**src/rtl/sdc_escaped_bus_pkg.sv**
```systemverilog
// -----------------------------------------------------------------------------
// sdc_escaped_bus_pkg
// Shared constants and the controller state type for sdc_escaped_bus_unpack.
//   LANES   : number of lanes in an assembled frame
//   LANE_W  : width of one lane and of one input nibble
//   state_e : COLLECT (gathering nibbles), FULL (completed frame waiting for
//             the output register), RESYNC (dropping until end of frame)
// -----------------------------------------------------------------------------
package sdc_escaped_bus_pkg;

    localparam int LANES  = 4;
    localparam int LANE_W = 4;

    typedef enum logic [1:0] {
        COLLECT = 2'd0,
        FULL    = 2'd1,
        RESYNC  = 2'd2
    } state_e;

endpackage

```
**src/rtl/sdc_escaped_bus_unpack.sv**
```systemverilog
// -----------------------------------------------------------------------------
// sdc_escaped_bus_unpack
// Gathers a stream of nibbles into frames of LANES lanes. Nibble k of a frame
// lands on lane k; the frame is complete when the last lane arrives with
// in_last set. Completed frames are presented on y0..y3 with a valid/ready
// handshake. A frame that ends early or runs past the last lane is discarded
// and flagged with a one-cycle frame_err pulse; after an overrun the input is
// drained up to the next in_last before collection restarts.
//
// Ports
//   clk, rst_n           : clock, asynchronous active-low reset
//   in_valid/in_ready    : input nibble handshake
//   in_data, in_last     : nibble payload, end-of-frame marker
//   out_valid/out_ready  : assembled frame handshake
//   y0..y3               : assembled lanes 0..3 (registered)
//   frame_err            : one-cycle pulse on an early end or an overrun
// -----------------------------------------------------------------------------
module sdc_escaped_bus_unpack #(
    parameter int LANES  = sdc_escaped_bus_pkg::LANES,
    parameter int LANE_W = sdc_escaped_bus_pkg::LANE_W
) (
    input  logic              clk,
    input  logic              rst_n,
    input  logic              in_valid,
    output logic              in_ready,
    input  logic [LANE_W-1:0] in_data,
    input  logic              in_last,
    output logic              out_valid,
    input  logic              out_ready,
    output logic [LANE_W-1:0] y0,
    output logic [LANE_W-1:0] y1,
    output logic [LANE_W-1:0] y2,
    output logic [LANE_W-1:0] y3,
    output logic              frame_err
);
    import sdc_escaped_bus_pkg::*;

    localparam int               CNT_W    = (LANES > 1) ? $clog2(LANES) : 1;
    localparam logic [CNT_W-1:0] LAST_IDX = CNT_W'(LANES - 1);

    state_e            r_state;
    logic [CNT_W-1:0]  r_count;
    logic              r_in_ready;
    logic              r_out_valid;
    logic              r_frame_err;
    logic [LANE_W-1:0] r_slot  [LANES];
    logic [LANE_W-1:0] r_y     [LANES];
    logic [LANE_W-1:0] w_frame [LANES];
    logic              w_accept;
    logic              w_out_free;
    logic              w_last_nib;

    assign w_accept   = in_valid && r_in_ready;
    assign w_out_free = !r_out_valid || out_ready;
    assign w_last_nib = (r_count == LAST_IDX);

    // Frame as it stands in the cycle the final nibble is accepted: earlier
    // lanes come from the collect slots, the final lane straight from in_data,
    // so a completing frame reaches the output one cycle after its last nibble.
    // NOTE: every element is assigned on every evaluation, so no latch is inferred.
    always_comb begin
        for (int i = 0; i < LANES - 1; i++) begin
            w_frame[i] = r_slot[i];
        end
        w_frame[LANES-1] = in_data;
    end

    // NOTE: the collect slots carry no reset; a slot is always rewritten in
    // the current frame before anything reads it, so stale contents never escape.
    always_ff @(posedge clk) begin
        if (w_accept && (r_state == COLLECT)) begin
            r_slot[r_count] <= in_data;
        end
    end

    // NOTE: all state here uses non-blocking assignments so every register
    // samples pre-edge values regardless of statement order.
    always_ff @(posedge clk or negedge rst_n) begin
        if (!rst_n) begin
            r_state     <= COLLECT;
            r_count     <= '0;
            r_in_ready  <= 1'b0;
            r_out_valid <= 1'b0;
            r_frame_err <= 1'b0;
            for (int i = 0; i < LANES; i++) begin
                r_y[i] <= '0;
            end
        end else begin
            r_frame_err <= 1'b0;
            r_in_ready  <= 1'b1;

            // Consumption empties the output unless a transfer below refills it.
            if (r_out_valid && out_ready) begin
                r_out_valid <= 1'b0;
            end

            case (r_state)
                COLLECT: begin
                    if (w_accept) begin
                        if (w_last_nib) begin
                            r_count <= '0;
                            if (!in_last) begin
                                r_frame_err <= 1'b1;
                                r_state     <= RESYNC;
                            end else if (w_out_free) begin
                                for (int i = 0; i < LANES; i++) begin
                                    r_y[i] <= w_frame[i];
                                end
                                r_out_valid <= 1'b1;
                            end else begin
                                // Output still occupied: park the frame in the
                                // collect slots and stall the input.
                                r_state    <= FULL;
                                r_in_ready <= 1'b0;
                            end
                        end else if (in_last) begin
                            r_count     <= '0;
                            r_frame_err <= 1'b1;
                        end else begin
                            r_count <= r_count + 1'b1;
                        end
                    end
                end

                FULL: begin
                    if (out_ready) begin
                        for (int i = 0; i < LANES; i++) begin
                            r_y[i] <= r_slot[i];
                        end
                        r_out_valid <= 1'b1;
                        r_state     <= COLLECT;
                    end else begin
                        r_in_ready <= 1'b0;
                    end
                end

                RESYNC: begin
                    if (w_accept && in_last) begin
                        r_state <= COLLECT;
                    end
                end

                default: begin
                    r_state <= COLLECT;
                    r_count <= '0;
                end
            endcase
        end
    end

    assign in_ready  = r_in_ready;
    assign out_valid = r_out_valid;
    assign frame_err = r_frame_err;
    assign y0        = r_y[0];
    assign y1        = r_y[1];
    assign y2        = r_y[2];
    assign y3        = r_y[3];

endmodule

```
**config.mk**
```make
export PLATFORM = sky130hd
export DESIGN_NAME = sdc_escaped_bus_unpack
export DESIGN_NICKNAME = d
export VERILOG_FILES = /design/src/rtl/sdc_escaped_bus_pkg.sv /design/src/rtl/sdc_escaped_bus_unpack.sv
export SDC_FILE = /design/constraint.sdc
export NUM_CORES = 1
export LEC_CHECK = 0
export BUFFER_PORTS_ARGS = -buffer_cell sky130_fd_sc_hd__buf_4
export CAP_MARGIN = 20
export CORE_MARGIN = 1.5
export CORE_UTILIZATION = 40
export CTS_CLUSTER_SIZE = 40
export DETAILED_ROUTE_END_ITERATION = 10
export RECOVER_POWER = 100
export SYNTH_ARGS = -nofsm -noshare
export SYNTH_HDL_FRONTEND = slang
export SYNTH_SLANG_ARGS = --single-unit
```
**constraint.sdc**
```tcl
create_clock -name clk -period 4.4 [get_ports clk]
set_input_delay 0.22 -clock clk [delete_from_list [all_inputs] [get_ports clk]]
set_output_delay 0.22 -clock clk [all_outputs]
set_load 0.1 [all_outputs]
```
[Word-level counts from Yosys, hierarchy flattened]
Memories as Yosys holds them, arrays and structs flattened.
Cells that the tools add are included.
Storage, ports and cells
  register bits: 23
  memory bits (writable): 16
  input port bits: 9
  output and inout bits: 19
  memories: 1
Memories
  r_slot: depth 4, width 4, read ports 4, clocked after Yosys merged registers in 0, wr ports 1, line sdc_escaped_bus_unpack.sv:46  | logic [LANE_W-1:0] r_slot [LANES];
Operators by class
  add/sub/neg operators: 1
  eq/ne operators: 10
  muxes and demuxes: 37
  bitwise gates (word level): 1
  reductions and logical operators: 12
Operators with widths (count)
  $mux 16: 5
  $pmux 16 s2: 1
  $mux 1: 18
  $mux 2: 9
  $ne 2x2->1 const B: 6
  $pmux 2 s3: 1
  $reduce_and 6->1: 1
  $reduce_and 5->1: 1
  $eq 2x2->1 const B: 2
  $logic_and 1x1->1: 4
  $pmux 1 s2: 2
  $pmux 2 s2: 1
  $ne 3x3->1 const B: 1
  $add 2x1->2 const B: 1
  $eq 2x1->1 const B: 1
  $logic_not 2->1: 1
  $reduce_and 2->1: 1
  $reduce_bool 2->1: 1
  $reduce_or 2->1: 1
  $logic_not 1->1: 1
  $logic_or 1x1->1: 1
  $not 1->1: 1

[Longest topological paths before layout]
Gate-level depths: netlist (run 1).
  depth after elaboration: 7
  depth in mapped cells: 7
  gate-level depth less buffers: 6

[Worst setup path before layout (run 1)]
No wires, ideal clock.
  kind: reg-to-reg
  from: reg r_in_ready (netlist: in_ready)
  to: reg r_y, in the netlist y0[0]
  library setup time: 0.126 ns
  arrival time: 2.033 ns
  slack: 2.241 ns
  stages on the path, launching flop included: 6
  cells stage by stage: dfrtp_1 nand2_1 a22o_1 a21oi_4 buf_12 mux2_4
Between the ends
  cells in the longest elaborated chain, start to end: 3
Ends and longest elaborated chain
  from (decl): line sdc_escaped_bus_unpack.sv:43  | logic r_in_ready;
  from (signal assigned): line sdc_escaped_bus_unpack.sv:82  | r_in_ready <= 1'b0;
  from (signal assigned): line sdc_escaped_bus_unpack.sv:90  | r_in_ready <= 1'b1;
  from (signal assigned): line sdc_escaped_bus_unpack.sv:114  | r_in_ready <= 1'b0;
  $logic_and 1x1->1: line sdc_escaped_bus_unpack.sv:53  | assign w_accept = in_valid && r_in_ready;
  $ne 2x2->1 (no source line)
  $reduce_and 6->1 (no source line)
  to (signal, indexed assignment): line sdc_escaped_bus_unpack.sv:107  | r_y[i] <= w_frame[i];
  to (signal, indexed assignment): line sdc_escaped_bus_unpack.sv:128  | r_y[i] <= r_slot[i];
  to (decl): line sdc_escaped_bus_unpack.sv:47  | logic [LANE_W-1:0] r_y [LANES];
Every way passes these cells.
A chain may end at the register's enable or synchronous reset.

[Worst setup path after layout (run 1)]
  from: reg r_state[1]
  to: reg r_y, in the netlist y2[0]
Between the ends
  cells in the longest elaborated chain, start to end: 3
  elaborated cells on any way between the ends: 10
  those cells by class: 6 x eq/ne; 1 x mux; 3 x reduce/logical
Ends and longest elaborated chain
  from (decl): line sdc_escaped_bus_unpack.sv:41  | state_e r_state;
  from (signal assigned): line sdc_escaped_bus_unpack.sv:80  | r_state <= COLLECT;
  from (signal assigned): line sdc_escaped_bus_unpack.sv:104  | r_state <= RESYNC;
  from (signal assigned): line sdc_escaped_bus_unpack.sv:113  | r_state <= FULL;
  $eq 2x1->1 or $logic_not 2->1 (tied branches): line sdc_escaped_bus_unpack.sv:97  | case (r_state)
  $ne 2x2->1 (no source line) or $reduce_bool 2->1 (tied branches)
  $reduce_and 6->1 (no source line)
Parallel ways exist; a longest one is shown, timed or not.

==> results.sh, run 1 <==
export IMPL_run_status="finished, violations left"
export IMPL_failed_checks="max-capacitance violations, max-slew violations"
export IMPL_yosys_top_cells_area="dfrtp_1 35%, edfxtp_1 29%, mux2_4 9.0%, mux2_2 6.8%, ha_1 5.3%"
export IMPL_drt_iter0_markers=30
export IMPL_synthArstFlopShare=0.590
export IMPL_drv_slew=17
export IMPL_gp_congestion=0.869
export IMPL_r2r_start="r_state[1]$_DFFE_PN0P_"
export IMPL_tightestPinTransition_ns=1.70
export IMPL_yosys_warnings=0
export IMPL_setup_viol=0
export IMPL_gr_total_overflow=0
export IMPL_ff2ff_setup_slack_ns=1.57
export IMPL_min_to="in_ready$_DFF_PN0_"
export IMPL_start_util=0.417
export IMPL_grt_start_max_net_pins=24
export IMPL_multi_input_comb_area_um2=531
export IMPL_relSlewSlack=-0.131
export IMPL_avgSynthCellArea_um2=16.0
export IMPL_clk_latency_ns=0.28
export IMPL_cp_end_kind="register"
export IMPL_min_period_ns=2.83
export IMPL_grt_pass1_wl_um=4530
export IMPL_coreArea_mm2=0.00400
export IMPL_cts_tree="yes"
export IMPL_hold_viol=0
export IMPL_layout_nets=153
export IMPL_fin_crit_sh=0.644
export IMPL_setup_tns_ns=0
export IMPL_path_class="register to register"
export IMPL_rsz0062_at_grt="false"
export IMPL_fill_cells=376
export IMPL_dpl_hpwl_um=2050
export IMPL_clock_root_buffer="clkbuf_8"
export IMPL_cts_sinks=39
export IMPL_row_count=23
export IMPL_crit_path_max_fanout=16
export IMPL_antenna_found_initial=0
export IMPL_clkSlewWorstSetupHoldPaths_ns=0.07
export IMPL_synth_fp_nets=120
export IMPL_startpoint_type="register"
export IMPL_yosysSeqAreaShare=0.633
export IMPL_synth_top_area_share=0.345
export IMPL_io_buffers=27
export IMPL_cts_resized_gates=0
export IMPL_die_area_mm2=0.00457
export IMPL_num_io_pins=28
export IMPL_grt_pass1_vias=914
export IMPL_drive_gt1_frac=0.210
export IMPL_yosysMostFrequentCell="dfrtp_1"
export IMPL_drt_vias_per_instance=4.87
export IMPL_yosysTopAreaCell="dfrtp_1"
export IMPL_synthFlopType="dfrtp_1"
export IMPL_htree_levels=2
export IMPL_hold_path_startpoint="out_ready"
export IMPL_r2r_end="y2[0]$_DFFE_PN0P_"
export IMPL_fmax_mhz=353
export IMPL_die_h_um=67.6
export IMPL_dieWidth_um=67.6
export IMPL_grt_usage=0.144
export IMPL_vias=915
export IMPL_synth_distinct_cells=28
export IMPL_synth_edf_count=16
export IMPL_critPathArrivalTime_ns=3.00
export IMPL_area_delta_synth_final_pct=12.7
export IMPL_num_antenna_cells=0
export IMPL_synth_seq_cells=39
export IMPL_max_cap_violations=1
export IMPL_wire_per_inst_um=15.0
export IMPL_seqCellArea_mm2=0.00106
export IMPL_cts_path_max_buffers=2
export IMPL_whs_path_depth=2
export IMPL_reg2reg_depth=5
export IMPL_synth_common_cells="23 x dfrtp_1, 16 x edfxtp_1, 10 x mux2_2, 10 x mux2_4"
export IMPL_fin_worst_skew_ns=0.00266
export IMPL_cts_buffers=5
export IMPL_synth_cells=104
export IMPL_critPathRequiredTime_ns=4.57
export IMPL_drc=0
export IMPL_wl_um=2830
export IMPL_syn_area_mm2=0.00167
export IMPL_dr_pass1_iters=4
export IMPL_ant_nets=0
export IMPL_min_path_type="input pin to register"
## cells by family (layout without fill, tap and decap cells)
family / after synthesis / count (layout) / synth area share
mux: 23 / 23 / 0.176
flops: 39 / 39 / 0.633
xor+xnor: 1 / 1 / 0.00525
compound gates: 8 / 8 / 0.0428
fa+ha+maj: 7 / 7 / 0.0525
buf+inv: 9 / 43 / 0.0308
simple gates: 17 / 17 / 0.0593
## repair_timing
item	4_1_cts	5_1_grt
hold buffers	1	0
buffers inserted	0	0
endpoints found under the hold margin	23	0
## per-layer routing
| layer | up-vias | part of all wire | GRT usage |
|---|---|---|---|
| met5 | - | 0 | 0 |
| met4 | 0 | 0.018 | 0.0612 |
| met3 | 5 | 0.041 | 0.0550 |
| met2 | 24 | 0.53 | 0.248 |
| met1 | 451 | 0.41 | 0.157 |
| li1 | 435 | - | - |
## through the flow
step,utilization,hold WS (ns),area (um^2),worst slack (ns),cells
6_report,0.470,0.151,1880,1.57,188
3_3_place_gp,0.477,0.129,1910,2.34,179
3_5_place_dp,0.477,0.137,1910,2.29,179
2_1_floorplan,-,-0.0756,1670,2.24,104
4_1_cts,0.500,0.137,2000,2.28,188
5_1_grt,0.470,0.154,1880,1.33,188
## critical path, cell delays in order, from the launching register on
cell and delay, ns:
dfrtp_1 0.36, inv_1 0.07, ha_1 0.29, a22o_1 0.27, a21oi_1 1.27, mux2_2 0.45
## state kept, by name, indices dropped and copies added (netlist names)
name,count
frame_err,1
y0,4
r_state,2
out_valid,1
r_slot,16
y2,4
r_count,2
y1,4
y3,4
in_ready,1
## cell usage in the layout, fill, tap and decap left out, types with 2 or more instances in the layout
master,n
clkbuf_8,5
a21oi_1,2
nand3_1,2
buf_4,3
and2_0,5
mux2_1,2
mux2_2,14
dfrtp_1,23
mux2i_1,2
ha_1,7
clkbuf_1,26
mux2_4,5
and3_1,2
inv_1,7
nand2_1,3
edfxtp_1,16
## how the worst max path moves through the flow
stage	from	endpoint
final	r_state[1]$_DFFE_PN0P_	y2[0]$_DFFE_PN0P_
after global routing	r_state[1]$_DFFE_PN0P_	y2[0]$_DFFE_PN0P_
after CTS	r_state[1]$_DFFE_PN0P_	y3[3]$_DFFE_PN0P_
after detailed placement	r_state[1]$_DFFE_PN0P_	y3[0]$_DFFE_PN0P_
after global placement	r_state[1]$_DFFE_PN0P_	y2[3]$_DFFE_PN0P_
after floorplan	in_ready$_DFF_PN0_	y0[0]$_DFFE_PN0P_
## area by class of cell
| cell class | count | share of cell area |
|---|---|---|
| multi-input cells | 56 | 0.282 |
| clock buffers | 7 | 0.0406 |
| well taps | 50 | 0.0333 |
| clock inverters | 1 | 0.00266 |
| inverters | 7 | 0.0140 |
| flip-flops and latches | 39 | 0.562 |
| repair buffers | 28 | 0.0652 |
Power of run 1 is not shown: default switching activity piles up to over one toggle a cycle in this logic, so the estimate is an artifact.
==> run 2, diff against run 1 <==
==> constraint.sdc (replaced) <==
create_clock -name clk -period 2.6 [get_ports clk]
set_input_delay 0.13 -clock clk [delete_from_list [all_inputs] [get_ports clk]]
set_output_delay 0.13 -clock clk [all_outputs]
set_load 0.1 [all_outputs]
==> run 2 against run 1 <==
The flow now finishes without violations. Sequential share of layout area fell by 2.1 points. Non-clock buffer count rose by 1. Register-to-register slack got worse by 1.2 ns. Die area stayed put. Critical endpoint is now y3[1]$_DFFE_PN0P_. Count of clock-buffer cells in the layout is 1 lower. Global-route usage down 0.53 points. Worst hold slack lost 0.093 ns. Fmax up 25%.
==> results.sh, run 2 (synthesis gave the netlist of run 1 again) <==
export IMPL_run_status="finished clean"
export IMPL_io_buffers=27
export IMPL_area_delta_synth_final_pct=17.1
export IMPL_path_cells="inv_1, ha_1, nand4b_1, a21oi_4, clkbuf_1, mux2_4"
export IMPL_startpoint_type="register"
export IMPL_row_count=23
export IMPL_min_period_ns=2.26
export IMPL_cts_tree="yes"
export IMPL_fin_crit_sh=0.871
export IMPL_drive_gt1_frac=0.209
export IMPL_drc=0
export IMPL_path_class="register to register"
export IMPL_critPathArrivalTime_ns=2.44
export IMPL_tightestPinTransition_ns=1.24
export IMPL_crit_path_max_fanout=11
export IMPL_path_buf_inv=2
export IMPL_antenna_found_initial=0
export IMPL_layout_nets=154
export IMPL_cts_buffers=5
export IMPL_fin_worst_skew_ns=0.00414
export IMPL_cp_end_kind="register"
export IMPL_cp_slowest_cell="clkbuf_1"
export IMPL_dieWidth_um=67.6
export IMPL_rsz0062_at_grt="false"
export IMPL_post_place_ws_ns=0.508
export IMPL_die_area_mm2=0.00457
export IMPL_relSlewSlack=0.173
export IMPL_gr_total_overflow=0
export IMPL_placed_cells=180
export IMPL_critPathTopFamily="buffers and inverters"
export IMPL_die_h_um=67.6
export IMPL_setup_ws_ns=0.336
export IMPL_num_io_pins=28
export IMPL_clock_root_buffer="clkbuf_8"
export IMPL_fmax_mhz=442
export IMPL_gp_congestion=0.840
export IMPL_cts_sinks=39
export IMPL_coreArea_mm2=0.00400
export IMPL_grt_pass1_wl_um=4420
export IMPL_wl_um=2820
export IMPL_max_cap_violations=0
export IMPL_start_util=0.417
export IMPL_hold_ws_ns=0.0579
export IMPL_max_stage_delay_ns=0.43
export IMPL_fin_cells=189
export IMPL_dr_pass1_iters=4
export IMPL_cts_path_max_buffers=2
export IMPL_hold_viol=0
export IMPL_drv_slew=0
export IMPL_largest_register_ffs=16
export IMPL_grt_pass1_vias=910
export IMPL_layout_common_cells="26 x clkbuf_1, 23 x dfrtp_1, 16 x edfxtp_1, 10 x mux2_2"
export IMPL_grt_usage=0.139
export IMPL_cts_resized_gates=0
export IMPL_ant_nets=0
export IMPL_setup_viol=0
export IMPL_registers_top_by_ff_count="r_slot"
export IMPL_drt_vias_per_instance=4.93
export IMPL_grt_start_max_net_pins=24
export IMPL_wire_per_inst_um=14.9
export IMPL_clkSlewWorstSetupHoldPaths_ns=0.07
export IMPL_setup_tns_ns=0
export IMPL_num_antenna_cells=0
export IMPL_final_common_cell="clkbuf_1"
export IMPL_min_path_type="input pin to register"
export IMPL_dpl_hpwl_um=2060
export IMPL_critPathRequiredTime_ns=2.77
export IMPL_clk_latency_ns=0.29
export IMPL_drt_iter0_markers=46
export IMPL_vias=932
export IMPL_htree_levels=2
[run 2: changes by cell type in the layout (fill, tap and decap cells not counted)]
cell | previous run | this run
mux2_2 | 14 | 10
mux2_4 | 5 | 7
mux2_1 | 2 | 4
clkinv_2 | 1 | 0
bufinv_16 | 0 | 2
a21oi_1 | 2 | 1
a21oi_4 | 0 | 1
[run 2: stage by stage]
stage | util | area [um^2]
after floorplan | - | 1670
after global placement | 0.479 | 1920
after detailed placement | 0.479 | 1920
after CTS | 0.515 | 2060
after global routing | 0.488 | 1950
final | 0.488 | 1950
[run 2: area by class of cell]
class	instances	area, um^2
clock buffer	6	72.6
clock inverter	2	60.1
fill	379	2050
inverter	7	26.3
multi-input combinational	56	549
sequential	39	1060
tap	50	62.6
timing repair buffer	29	126
[run 2: metal layers]
layer | vias up | wire [um] | track usage
met5 | - | 0 | 0
met4 | 0 | 63 | 0.0689
met3 | 7 | 145 | 0.0500
met2 | 28 | 1410 | 0.223
met1 | 461 | 1200 | 0.163
li1 | 436 | - | -
[run 2: path summary, 6_finish.rpt]
kind	start	endpoint	slack (ns)	depth (start not counted)
worst min-delay path	out_ready	in_ready$_DFF_PN0_	0.06	2
worst max-delay path	r_state[0]$_DFFE_PN0P_	y3[1]$_DFFE_PN0P_	0.34	6
worst min register to register	r_slot[2][0]$_DFFE_PP_	y2[0]$_DFFE_PN0P_	0.47	1
min in group asynchronous	rst_n	y0[1]$_DFFE_PN0P_	0.62	2
max in group asynchronous	rst_n	y3[3]$_DFFE_PN0P_	1.24	2
worst max register to register	r_state[0]$_DFFE_PN0P_	y3[1]$_DFFE_PN0P_	0.34	6
[run 2: repair_timing]
action,in CTS,in global routing
setup endpoints to repair,0,0
hold buffers,1,0
buffers inserted,0,0
hold endpoints to repair,23,0
[run 2: worst register-to-register path: stages (launching register included)]
cell and delay [ns]:
dfrtp_1 0.39, inv_1 0.11, ha_1 0.30, nand4b_1 0.19, a21oi_4 0.38, clkbuf_1 0.43
mux2_4 0.34
Power of run 2 is left out for the same reason.
==> run 3, diff against run 2 <==
--- a/config.mk
+++ b/config.mk
@@ -9,6 +9,7 @@
 export CAP_MARGIN = 20
 export CORE_MARGIN = 1.5
 export CORE_UTILIZATION = 40
+export CTS_BUF_LIST = sky130_fd_sc_hd__clkbuf_4 sky130_fd_sc_hd__clkbuf_8
 export CTS_CLUSTER_SIZE = 40
 export DETAILED_ROUTE_END_ITERATION = 10
 export RECOVER_POWER = 100
==> run 3 against run 2 <==
Via count is 0.43% higher. Worst hold slack about the same. Register-to-register slack gained 0.19 ns. Clock skew decreased by 0.0023 ns. Die area unchanged. Fmax up 9.2%. Final cell count unchanged. Core utilization down 0.28 points. Flip-flop and latch count stayed put. Count of clock-buffer cells in the layout is the same. Largest cell class unchanged. Highest routed layer unchanged.
==> results.sh, run 3 (synthesis gave the netlist of run 1 again) <==
export IMPL_cts_hold_buf=1
export IMPL_critPathArrivalTime_ns=2.24
export IMPL_grt_usage=0.140
export IMPL_cts_resized_gates=0
export IMPL_cts_setup_buffers=0
export IMPL_fill_cells=382
export IMPL_htree_levels=2
export IMPL_setup_viol=0
export IMPL_drc=0
export IMPL_cts_buffers=5
export IMPL_hold_viol=0
export IMPL_row_count=23
export IMPL_largest_register_ffs=16
export IMPL_hold_ws_ns=0.0578
export IMPL_cts_sinks=39
export IMPL_vias=936
export IMPL_clock_root_buffer="clkbuf_8"
export IMPL_dieWidth_um=67.6
export IMPL_drive_gt1_frac=0.187
export IMPL_setup_tns_ns=0
export IMPL_coreArea_mm2=0.00400
export IMPL_dpl_hpwl_um=2060
export IMPL_grt_pass1_wl_um=4480
export IMPL_hold_path_startpoint="out_ready"
export IMPL_rsz0062_at_grt="false"
export IMPL_min_to="in_ready$_DFF_PN0_"
export IMPL_ff2ff_setup_slack_ns=0.53
export IMPL_cts_path_max_buffers=2
export IMPL_reg2reg_depth=6
export IMPL_gr_total_overflow=0
export IMPL_clkSlewWorstSetupHoldPaths_ns=0.07
export IMPL_crit_path_max_fanout=11
export IMPL_r2r_end="y3[2]$_DFFE_PN0P_"
export IMPL_clk_latency_ns=0.28
export IMPL_wire_per_inst_um=15.2
export IMPL_layout_common_cells="24 x clkbuf_1, 23 x dfrtp_1, 16 x edfxtp_1, 10 x mux2_2, 9 x mux2_1"
export IMPL_die_area_mm2=0.00457
export IMPL_final_common_cell="clkbuf_1"
export IMPL_relSlewSlack=0.165
export IMPL_io_buffers=27
export IMPL_max_cap_violations=0
export IMPL_ant_nets=0
export IMPL_min_period_ns=2.07
export IMPL_run_status="finished clean"
export IMPL_start_util=0.417
export IMPL_r2r_start="r_state[0]$_DFFE_PN0P_"
export IMPL_grt_pass1_vias=918
export IMPL_num_io_pins=28
export IMPL_path_class="register to register"
export IMPL_antenna_found_initial=0
export IMPL_min_path_type="input pin to register"
export IMPL_registers_top_by_ff_count="r_slot"
export IMPL_dr_pass1_iters=4
export IMPL_drv_slew=0
export IMPL_die_h_um=67.6
export IMPL_whs_path_depth=2
export IMPL_grt_start_max_net_pins=24
export IMPL_critPathRequiredTime_ns=2.77
export IMPL_drt_iter0_markers=43
export IMPL_layout_nets=154
export IMPL_num_antenna_cells=0
export IMPL_gp_congestion=0.840
export IMPL_tightestPinTransition_ns=1.25
export IMPL_fin_worst_skew_ns=0.00184
export IMPL_crit_start="r_state[0]$_DFFE_PN0P_"
export IMPL_area_delta_synth_final_pct=16.4
export IMPL_fin_util=0.485
export IMPL_startpoint_type="register"
export IMPL_fmax_mhz=482
export IMPL_fin_crit_sh=0.797
export IMPL_cp_end_kind="register"
export IMPL_drt_vias_per_instance=4.95
export IMPL_wl_um=2870
export IMPL_cts_tree="yes"
## run 3: worst max-delay path by stage
| stage | to | slack, ns |
|---|---|---|
| finish | y3[2]$_DFFE_PN0P_ | 0.53 |
| global route | y3[1]$_DFFE_PN0P_ | 0.38 |
| CTS | y2[2]$_DFFE_PN0P_ | 0.50 |
| detailed placement | y3[2]$_DFFE_PN0P_ | 0.51 |
| global placement | y3[1]$_DFFE_PN0P_ | 0.53 |
| floorplan | y0[0]$_DFFE_PN0P_ | 0.44 |
## run 3: layer usage
metal  up-vias  wire length [um]  part of all wire  track usage
li1        435                 -                 -            -
met1       466              1220              0.43        0.165
met2        28              1440              0.50        0.225
met3         7               139             0.048       0.0500
met4         0                63             0.022       0.0689
met5         -                 0                 0            0
## run 3: critical path, cell delays in order, from the launching register on
cell and delay, ns:
dfrtp_1 0.39, inv_1 0.11, ha_1 0.30, nand4b_1 0.19, a21oi_4 0.39, buf_4 0.23, mux2_1 0.33
## run 3: area by class of cell
| class | count | area [um^2] | area share |
|---|---|---|---|
| inverter | 7 | 26.3 | 0.0135 |
| sequential | 39 | 1060 | 0.544 |
| clock buffer | 6 | 76.3 | 0.0393 |
| timing repair buffer | 29 | 130 | 0.0670 |
| clock inverter | 2 | 60.1 | 0.0309 |
| multi-input combinational | 56 | 531 | 0.273 |
| tap | 50 | 62.6 | 0.0322 |
## run 3: metrics by stage
stage	instance area [um^2]	setup WS [ns]	std cells
after global routing	1940	0.383	189
after CTS	2060	0.501	189
after floorplan	1670	0.441	104
after global placement	1920	0.532	180
after detailed placement	1920	0.508	180
final	1940	0.527	189
Power of run 3 is left out for the same reason.
